--- src/rtl/alu_pkg.sv ---
// Shared definitions for the pipelined ALU: operation encodings and flag bit positions.
package alu_pkg;

   typedef logic [2:0] op_t;

   localparam op_t OP_ADD  = 3'b000;
   localparam op_t OP_SUB  = 3'b001;
   localparam op_t OP_AND  = 3'b010;
   localparam op_t OP_OR   = 3'b011;
   localparam op_t OP_XOR  = 3'b100;
   localparam op_t OP_SHL  = 3'b101;
   localparam op_t OP_SHR  = 3'b110;
   localparam op_t OP_PASS = 3'b111;

   localparam int FLG_ZERO  = 0;
   localparam int FLG_CARRY = 1;
   localparam int FLG_NEG   = 2;
   localparam int FLG_OVF   = 3;

endpackage

--- src/rtl/alu_pipe_if.sv ---
// Operand/result bus of alu_pipe. master = operand source and result sink, slave = the ALU.
import alu_pkg::*;

interface alu_pipe_if #(parameter int WIDTH = 18);
   logic             in_valid;
   logic             in_ready;
   logic [WIDTH-1:0] a;
   logic [WIDTH-1:0] b;
   op_t              op;
   logic             use_acc;
   logic             acc_clear;
   logic             out_valid;
   logic             out_ready;
   logic [WIDTH-1:0] result;
   logic [3:0]       flags;
   logic [WIDTH-1:0] acc;

   modport master (
      output in_valid, a, b, op, use_acc, acc_clear, out_ready,
      input  in_ready, out_valid, result, flags, acc
   );

   modport slave (
      input  in_valid, a, b, op, use_acc, acc_clear, out_ready,
      output in_ready, out_valid, result, flags, acc
   );
endinterface

--- src/rtl/alu_core.sv ---
// Combinational 8-op ALU datapath: (a, b, op) -> (result, {ovf, neg, carry, zero}).
import alu_pkg::*;

module alu_core #(
   parameter int WIDTH = 18,
   parameter int SHW   = $clog2(WIDTH)
) (
   input  logic [WIDTH-1:0] a,
   input  logic [WIDTH-1:0] b,
   input  op_t              op,
   output logic [WIDTH-1:0] result,
   output logic [3:0]       flags
);

   logic [WIDTH:0]   sum;
   logic [WIDTH:0]   diff;
   logic [SHW-1:0]   sh;
   logic             sh_big;
   logic             carry;
   logic             ovf;

   assign sum    = {1'b0, a} + {1'b0, b};
   assign diff   = {1'b0, a} - {1'b0, b};
   assign sh     = b[SHW-1:0];
   // The shift field can encode counts past the word width; those flush to zero.
   assign sh_big = (32'(sh) >= WIDTH);

   always_comb begin
      result = '0;
      carry  = 1'b0;
      ovf    = 1'b0;
      case (op)
         OP_ADD: begin
            result = sum[WIDTH-1:0];
            carry  = sum[WIDTH];
            ovf    = (a[WIDTH-1] == b[WIDTH-1]) && (sum[WIDTH-1] != a[WIDTH-1]);
         end
         OP_SUB: begin
            result = diff[WIDTH-1:0];
            carry  = diff[WIDTH];
            ovf    = (a[WIDTH-1] != b[WIDTH-1]) && (diff[WIDTH-1] != a[WIDTH-1]);
         end
         OP_AND:  result = a & b;
         OP_OR:   result = a | b;
         OP_XOR:  result = a ^ b;
         OP_SHL:  result = sh_big ? '0 : (a << sh);
         OP_SHR:  result = sh_big ? '0 : (a >> sh);
         default: result = a;
      endcase
   end

   always_comb begin
      flags            = '0;
      flags[FLG_ZERO]  = (result == '0);
      flags[FLG_CARRY] = carry;
      flags[FLG_NEG]   = result[WIDTH-1];
      flags[FLG_OVF]   = ovf;
   end

endmodule

--- src/rtl/alu_pipe.sv ---
// Two-stage pipelined ALU with valid/ready on both sides and an accumulator operand.
import alu_pkg::*;

module alu_pipe #(
   parameter int WIDTH = 18,
   parameter int SHW   = $clog2(WIDTH)
) (
   input  logic       clk,
   input  logic       rst_n,
   alu_pipe_if.slave  bus
);

   logic             s1_valid_q, s1_valid_d;
   logic [WIDTH-1:0] s1_a_q, s1_a_d;
   logic [WIDTH-1:0] s1_b_q, s1_b_d;
   op_t              s1_op_q, s1_op_d;
   logic             s1_use_acc_q, s1_use_acc_d;
   logic             s2_valid_q, s2_valid_d;
   logic [WIDTH-1:0] s2_result_q, s2_result_d;
   logic [3:0]       s2_flags_q, s2_flags_d;
   logic [WIDTH-1:0] acc_q, acc_d;

   logic             s2_load;
   logic             accept;
   logic [WIDTH-1:0] op_b;
   logic [WIDTH-1:0] core_result;
   logic [3:0]       core_flags;

   // Valid/ready: a transfer happens on an edge where valid & ready are both high; valid
   // and its payload hold until transferred, and in_ready never depends on in_valid.
   assign s2_load = s1_valid_q & (~s2_valid_q | bus.out_ready);
   assign accept  = bus.in_valid & bus.in_ready;

   assign bus.in_ready  = ~s1_valid_q | s2_load;
   assign bus.out_valid = s2_valid_q;
   assign bus.result    = s2_result_q;
   assign bus.flags     = s2_flags_q;
   assign bus.acc       = acc_q;

   // acc is read and written in S2, so back-to-back accumulator ops chain without a bubble.
   assign op_b = s1_use_acc_q ? acc_q : s1_b_q;

   alu_core #(.WIDTH(WIDTH), .SHW(SHW)) u_core (
      .a      (s1_a_q),
      .b      (op_b),
      .op     (s1_op_q),
      .result (core_result),
      .flags  (core_flags)
   );

   always_comb begin
      s1_valid_d   = s1_valid_q;
      s1_a_d       = s1_a_q;
      s1_b_d       = s1_b_q;
      s1_op_d      = s1_op_q;
      s1_use_acc_d = s1_use_acc_q;
      if (accept) begin
         s1_valid_d   = 1'b1;
         s1_a_d       = bus.a;
         s1_b_d       = bus.b;
         s1_op_d      = bus.op;
         s1_use_acc_d = bus.use_acc;
      end else if (s2_load) begin
         s1_valid_d = 1'b0;
      end
   end

   always_comb begin
      s2_valid_d  = s2_valid_q;
      s2_result_d = s2_result_q;
      s2_flags_d  = s2_flags_q;
      if (s2_load) begin
         s2_valid_d  = 1'b1;
         s2_result_d = core_result;
         s2_flags_d  = core_flags;
      end else if (s2_valid_q & bus.out_ready) begin
         s2_valid_d = 1'b0;
      end
   end

   always_comb begin
      acc_d = acc_q;
      if (bus.acc_clear) begin
         acc_d = '0;
      end else if (s2_load & s1_use_acc_q) begin
         acc_d = core_result;
      end
   end

   always_ff @(posedge clk or negedge rst_n) begin
      if (!rst_n) begin
         s1_valid_q   <= 1'b0;
         s1_a_q       <= '0;
         s1_b_q       <= '0;
         s1_op_q      <= OP_ADD;
         s1_use_acc_q <= 1'b0;
         s2_valid_q   <= 1'b0;
         s2_result_q  <= '0;
         s2_flags_q   <= '0;
         acc_q        <= '0;
      end else begin
         s1_valid_q   <= s1_valid_d;
         s1_a_q       <= s1_a_d;
         s1_b_q       <= s1_b_d;
         s1_op_q      <= s1_op_d;
         s1_use_acc_q <= s1_use_acc_d;
         s2_valid_q   <= s2_valid_d;
         s2_result_q  <= s2_result_d;
         s2_flags_q   <= s2_flags_d;
         acc_q        <= acc_d;
      end
   end

endmodule
--- src/flat_wrapper.sv ---
// flat-port wrapper written by rule: the top's interface ports become plain ports
module alu_pipe_flat 
#(
   parameter int WIDTH = 18,
   parameter int SHW   = $clog2(WIDTH)
)
  (clk, rst_n, bus_in_valid, bus_a, bus_b, bus_op, bus_use_acc, bus_acc_clear, bus_out_ready, bus_in_ready, bus_out_valid, bus_result, bus_flags, bus_acc);
  alu_pipe_if #(.WIDTH(WIDTH)) bus_i ();
  input  logic clk;
  input  logic rst_n;
  input wire logic [$bits(bus_i.in_valid)-1:0] bus_in_valid;
  input wire logic [$bits(bus_i.a)-1:0] bus_a;
  input wire logic [$bits(bus_i.b)-1:0] bus_b;
  input wire logic [$bits(bus_i.op)-1:0] bus_op;
  input wire logic [$bits(bus_i.use_acc)-1:0] bus_use_acc;
  input wire logic [$bits(bus_i.acc_clear)-1:0] bus_acc_clear;
  input wire logic [$bits(bus_i.out_ready)-1:0] bus_out_ready;
  output wire logic [$bits(bus_i.in_ready)-1:0] bus_in_ready;
  output wire logic [$bits(bus_i.out_valid)-1:0] bus_out_valid;
  output wire logic [$bits(bus_i.result)-1:0] bus_result;
  output wire logic [$bits(bus_i.flags)-1:0] bus_flags;
  output wire logic [$bits(bus_i.acc)-1:0] bus_acc;
  assign bus_i.in_valid = bus_in_valid;
  assign bus_i.a = bus_a;
  assign bus_i.b = bus_b;
  assign bus_i.op = bus_op;
  assign bus_i.use_acc = bus_use_acc;
  assign bus_i.acc_clear = bus_acc_clear;
  assign bus_i.out_ready = bus_out_ready;
  assign bus_in_ready = bus_i.in_ready;
  assign bus_out_valid = bus_i.out_valid;
  assign bus_result = bus_i.result;
  assign bus_flags = bus_i.flags;
  assign bus_acc = bus_i.acc;
  alu_pipe #(.WIDTH(WIDTH), .SHW(SHW)) u_core (.clk(clk), .rst_n(rst_n), .bus(bus_i));
endmodule
--- config.mk ---
export PLATFORM = sky130hd
export DESIGN_NAME = alu_pipe_flat
export DESIGN_NICKNAME = d
export VERILOG_FILES = /design/src/rtl/alu_pkg.sv /design/src/rtl/alu_pipe_if.sv /design/src/rtl/alu_core.sv /design/src/rtl/alu_pipe.sv /design/src/flat_wrapper.sv
export SDC_FILE = /design/constraint.sdc
export NUM_CORES = 1
export LEC_CHECK = 0
export ABC_AREA = 0
export BUFFER_PORTS_ARGS = -buffer_cell sky130_fd_sc_hd__clkbuf_2
export CORE_MARGIN = 2
export CORE_UTILIZATION = 55
export CTS_BUF_LIST = sky130_fd_sc_hd__clkbuf_16
export CTS_CLUSTER_DIAMETER = 150
export CTS_CLUSTER_SIZE = 8
export DETAILED_ROUTE_END_ITERATION = 7
export PLACE_DENSITY_LB_ADDON = 0.25
export SETUP_SLACK_MARGIN = 0.4
export SLEW_MARGIN = 20
export SYNTH_ARGS = -nofsm -noshare
export SYNTH_HDL_FRONTEND = slang
export SYNTH_SLANG_ARGS = --single-unit
--- constraint.sdc ---
create_clock -name clk -period 4.3 [get_ports clk]
set_input_delay 0.215 -clock clk [delete_from_list [all_inputs] [get_ports clk]]
set_output_delay 0.215 -clock clk [all_outputs]
set_load 0.05 [all_outputs]
==> metrics.yaml <==
use_met2_pct: 59.0
whs_endpoint: "u_core.s1_b_q[13]"
min_path_cells: 2
antenna_left: 0
port_buffers: 86
place_ws_ns: -0.00106
cap_violations: 0
clk_path_buf_depth: 2
p_per_area_mw_per_mm2: 561
hold_viol_final: 0
start_kind: "flip-flop"
ys_seq_elements: 81
arrival_ns: 4.13
tns_ns: 0
layout_commonest_cell: "nand2_1"
hp-class: "in2reg"
cp_max_fo: 7
synth_nets: 1099
critPathKind: "reg2reg"
grt_pass1_vias: 8142
vdd_drop_max_mv: 0.458
timing.hold.ws_ns: 0.0858
holdCritStartpoint: "bus_b[13]"
endpoint_kind: "flip-flop"
viasPerCell: 6.78
status: "complete, no violations"
htree_levels: 3
busiest_layer: "met2"
worst_pin_slew_ns: 1.10
synth.distinct_cells: 72
dp.final_hpwl_um: 24000
core_mm2: 0.0145
period_share_pct: 90.1
wl_per_cell_um: 25.0
clk_pin_slew_worst_paths_ns: 0.07
gp_congestion: 1.09
rows: 44
final_cell_mix: "108 x nand2_1, 85 x clkbuf_2, 79 x buf_4, 79 x dfrtp_1, 73 x mux2i_1"
n_antenna_cell: 0
synth_edf_count: 0
nNetsFinal: 1203
clock-sinks: 81
synth_area_leaders: "dfrtp_1 25%, mux2i_1 9.4%, ha_1 9.2%"
synth_top_area_share_pct: 24.9
track_usage_pct: 40.0
r2r_start: "u_core.s1_use_acc_q"
vias: 8707
die-area_mm2: 0.0158
start_util_pct: 56.2
slew_violations: 0
synthCells: 992
rr_endpoint: "u_core.bus.flags[0]"
firstDrtPassIters: 7
clock_latency_ns: 0.36
cp.required_ns: 4.56
rrSetupSlack_ns: 0.42
period_needed_ns: 3.88
finClkSkew_ns: 0.0110
async_flop_share_pct: 100
met1_usage_pct: 56.1
cts_root_buffer: "clkbuf_16"
grt-ovfl-total: 0
slew_headroom_pct: 26.3
rr_worst_depth: 13
setup_slack_ns: 0.424
syn-cell-area_mm2: 0.00813
yosys_warnings: 0
drt_iter0_drc: 1244
ys_seq_area_share_pct: 24.9
leakage_nw: 4.45
avgSynthCellArea_um2: 8.20
rsz0062_at_grt: "yes"
fp.dieW_um: 126
routed_wl_um: 32100
cts_buffers: 9
fmax_mhz: 258
finalSetupViolations: 0
drive_gt1_share_pct: 24.3
synth-main-ff-cell: "dfrtp_1"
total_power_mw: 5.41
cts_tree: "yes"
area_growth_pct: 18.7
io_pins: 87
fp.dieH_um: 126
grt_start_max_net_pins: 56
antenna_found_initial: 0
grt_use_met3_pct: 10.1
grt_pass1_wl_um: 48600
yosys.area.top_type: "dfrtp_1"
post-route-drc-count: 0
## how the worst max path moves through the flow
stage / from / slack (ns) / end
finish: u_core.s1_use_acc_q / 0.42 / u_core.bus.flags[0]
global route: u_core.s1_use_acc_q / 0.31 / u_core.bus.flags[0]
CTS: u_core.s1_use_acc_q / 0.43 / u_core.bus.flags[0]
detailed placement: u_core.s1_use_acc_q / -0.001 / u_core.bus.flags[0]
global placement: u_core.s1_use_acc_q / 0.15 / u_core.bus.flags[0]
floorplan: u_core.s1_use_acc_q / 0.42 / u_core.bus.flags[0]
## routing by layer
metal / vias to the layer above / share of wire, %
li1: 3860 / -
met1: 4130 / 41
met2: 605 / 42
met3: 112 / 12
met4: 0 / 4.6
met5: - / 0
## final cells by class
class / instances / area, µm²
Multi-Input combinational cell: 776 / 5740
Fill cell: 1277 / 4830
Sequential cell: 81 / 2030
Timing Repair Buffer: 168 / 1090
Tap cell: 184 / 230
Inverter: 60 / 226
Clock buffer: 9 / 225
Clock inverter: 7 / 100
## kinds of logic (layout without fill, tap and decap cells)
| logic type | Yosys count | count (layout) | share of synthesized area [%] |
|---|---|---|---|
| buf+inv | 135 | 244 | 6.39 |
| simple gates | 275 | 275 | 15.9 |
| fa+ha+maj | 62 | 62 | 9.72 |
| xor+xnor | 13 | 13 | 1.40 |
| mux | 124 | 124 | 16.8 |
| compound gates | 302 | 302 | 24.8 |
| flops | 81 | 81 | 24.9 |
## critical path: stages (launching register included)
cell and delay [ns]:
dfrtp_2 0.44, mux2i_4 0.26, inv_2 0.14, ha_1 0.26
fa_1 0.42, a21o_1 0.22, a22o_1 0.29, a211oi_4 0.34
xor2_1 0.19, o22ai_1 0.10, a211oi_2 0.25, o211ai_1 0.11
or4_4 0.46, o41ai_2 0.29
## cells in the mapped netlist (all sizes together), types with 5 or more instances
library cell / n
nand2: 109
dfrtp: 81
mux2i: 78
o21ai: 73
clkbuf: 63
ha: 60
inv: 56
a21oi: 55
nor2: 52
mux2: 42
nor3: 32
o211ai: 25
o22ai: 20
nand3: 17
a31oi: 16
a21o: 14
buf: 12
a2bb2oi: 10
a211oi: 9
nand2b: 9
nand4: 9
xnor2: 9
a22oi: 8
nor3b: 8
o32ai: 8
a22o: 7
nor2b: 7
a32oi: 6
a2111oi: 5
nand3b: 5
or3: 5
## flip-flops by register name, summed over array words and instances (netlist names)
register              flops
u_core.bus.result        17
u_core.s1_b_q            18
u_core.s1_valid_q         1
u_core.bus.flags          4
u_core.s1_op_q            3
u_core.s1_use_acc_q       1
u_core.s1_a_q            18
u_core.bus.acc           18
u_core.bus.out_valid      1
## through the flow
stage | utilization, % | instance area (µm²) | cells
final | 66.6 | 9650 | 1285
after CTS | 65.7 | 9510 | 1279
after detailed placement | 62.9 | 9110 | 1260
after global routing | 66.6 | 9650 | 1285
after floorplan | - | 8160 | 992
after global placement | 62.9 | 9110 | 1260
## repair_timing
| item | CTS | global route |
|---|---|---|
| setup endpoints to repair | 4 | 4 |
| hold endpoints to repair | 26 | 0 |
| pin swaps | 2 | 1 |
| hold buffers | 1 | 0 |
| setup buffers | 2 | 5 |
| gates resized for setup | 11 | 12 |
| cloned | 0 | 1 |
## where the power goes
group / total, mW / internal, mW / switching (mW)
sequential: 1.08 / 0.919 / 0.165
combinational: 3.46 / 1.22 / 2.24
clock: 0.866 / 0.514 / 0.352
Power figures use the tool's default switching activity.
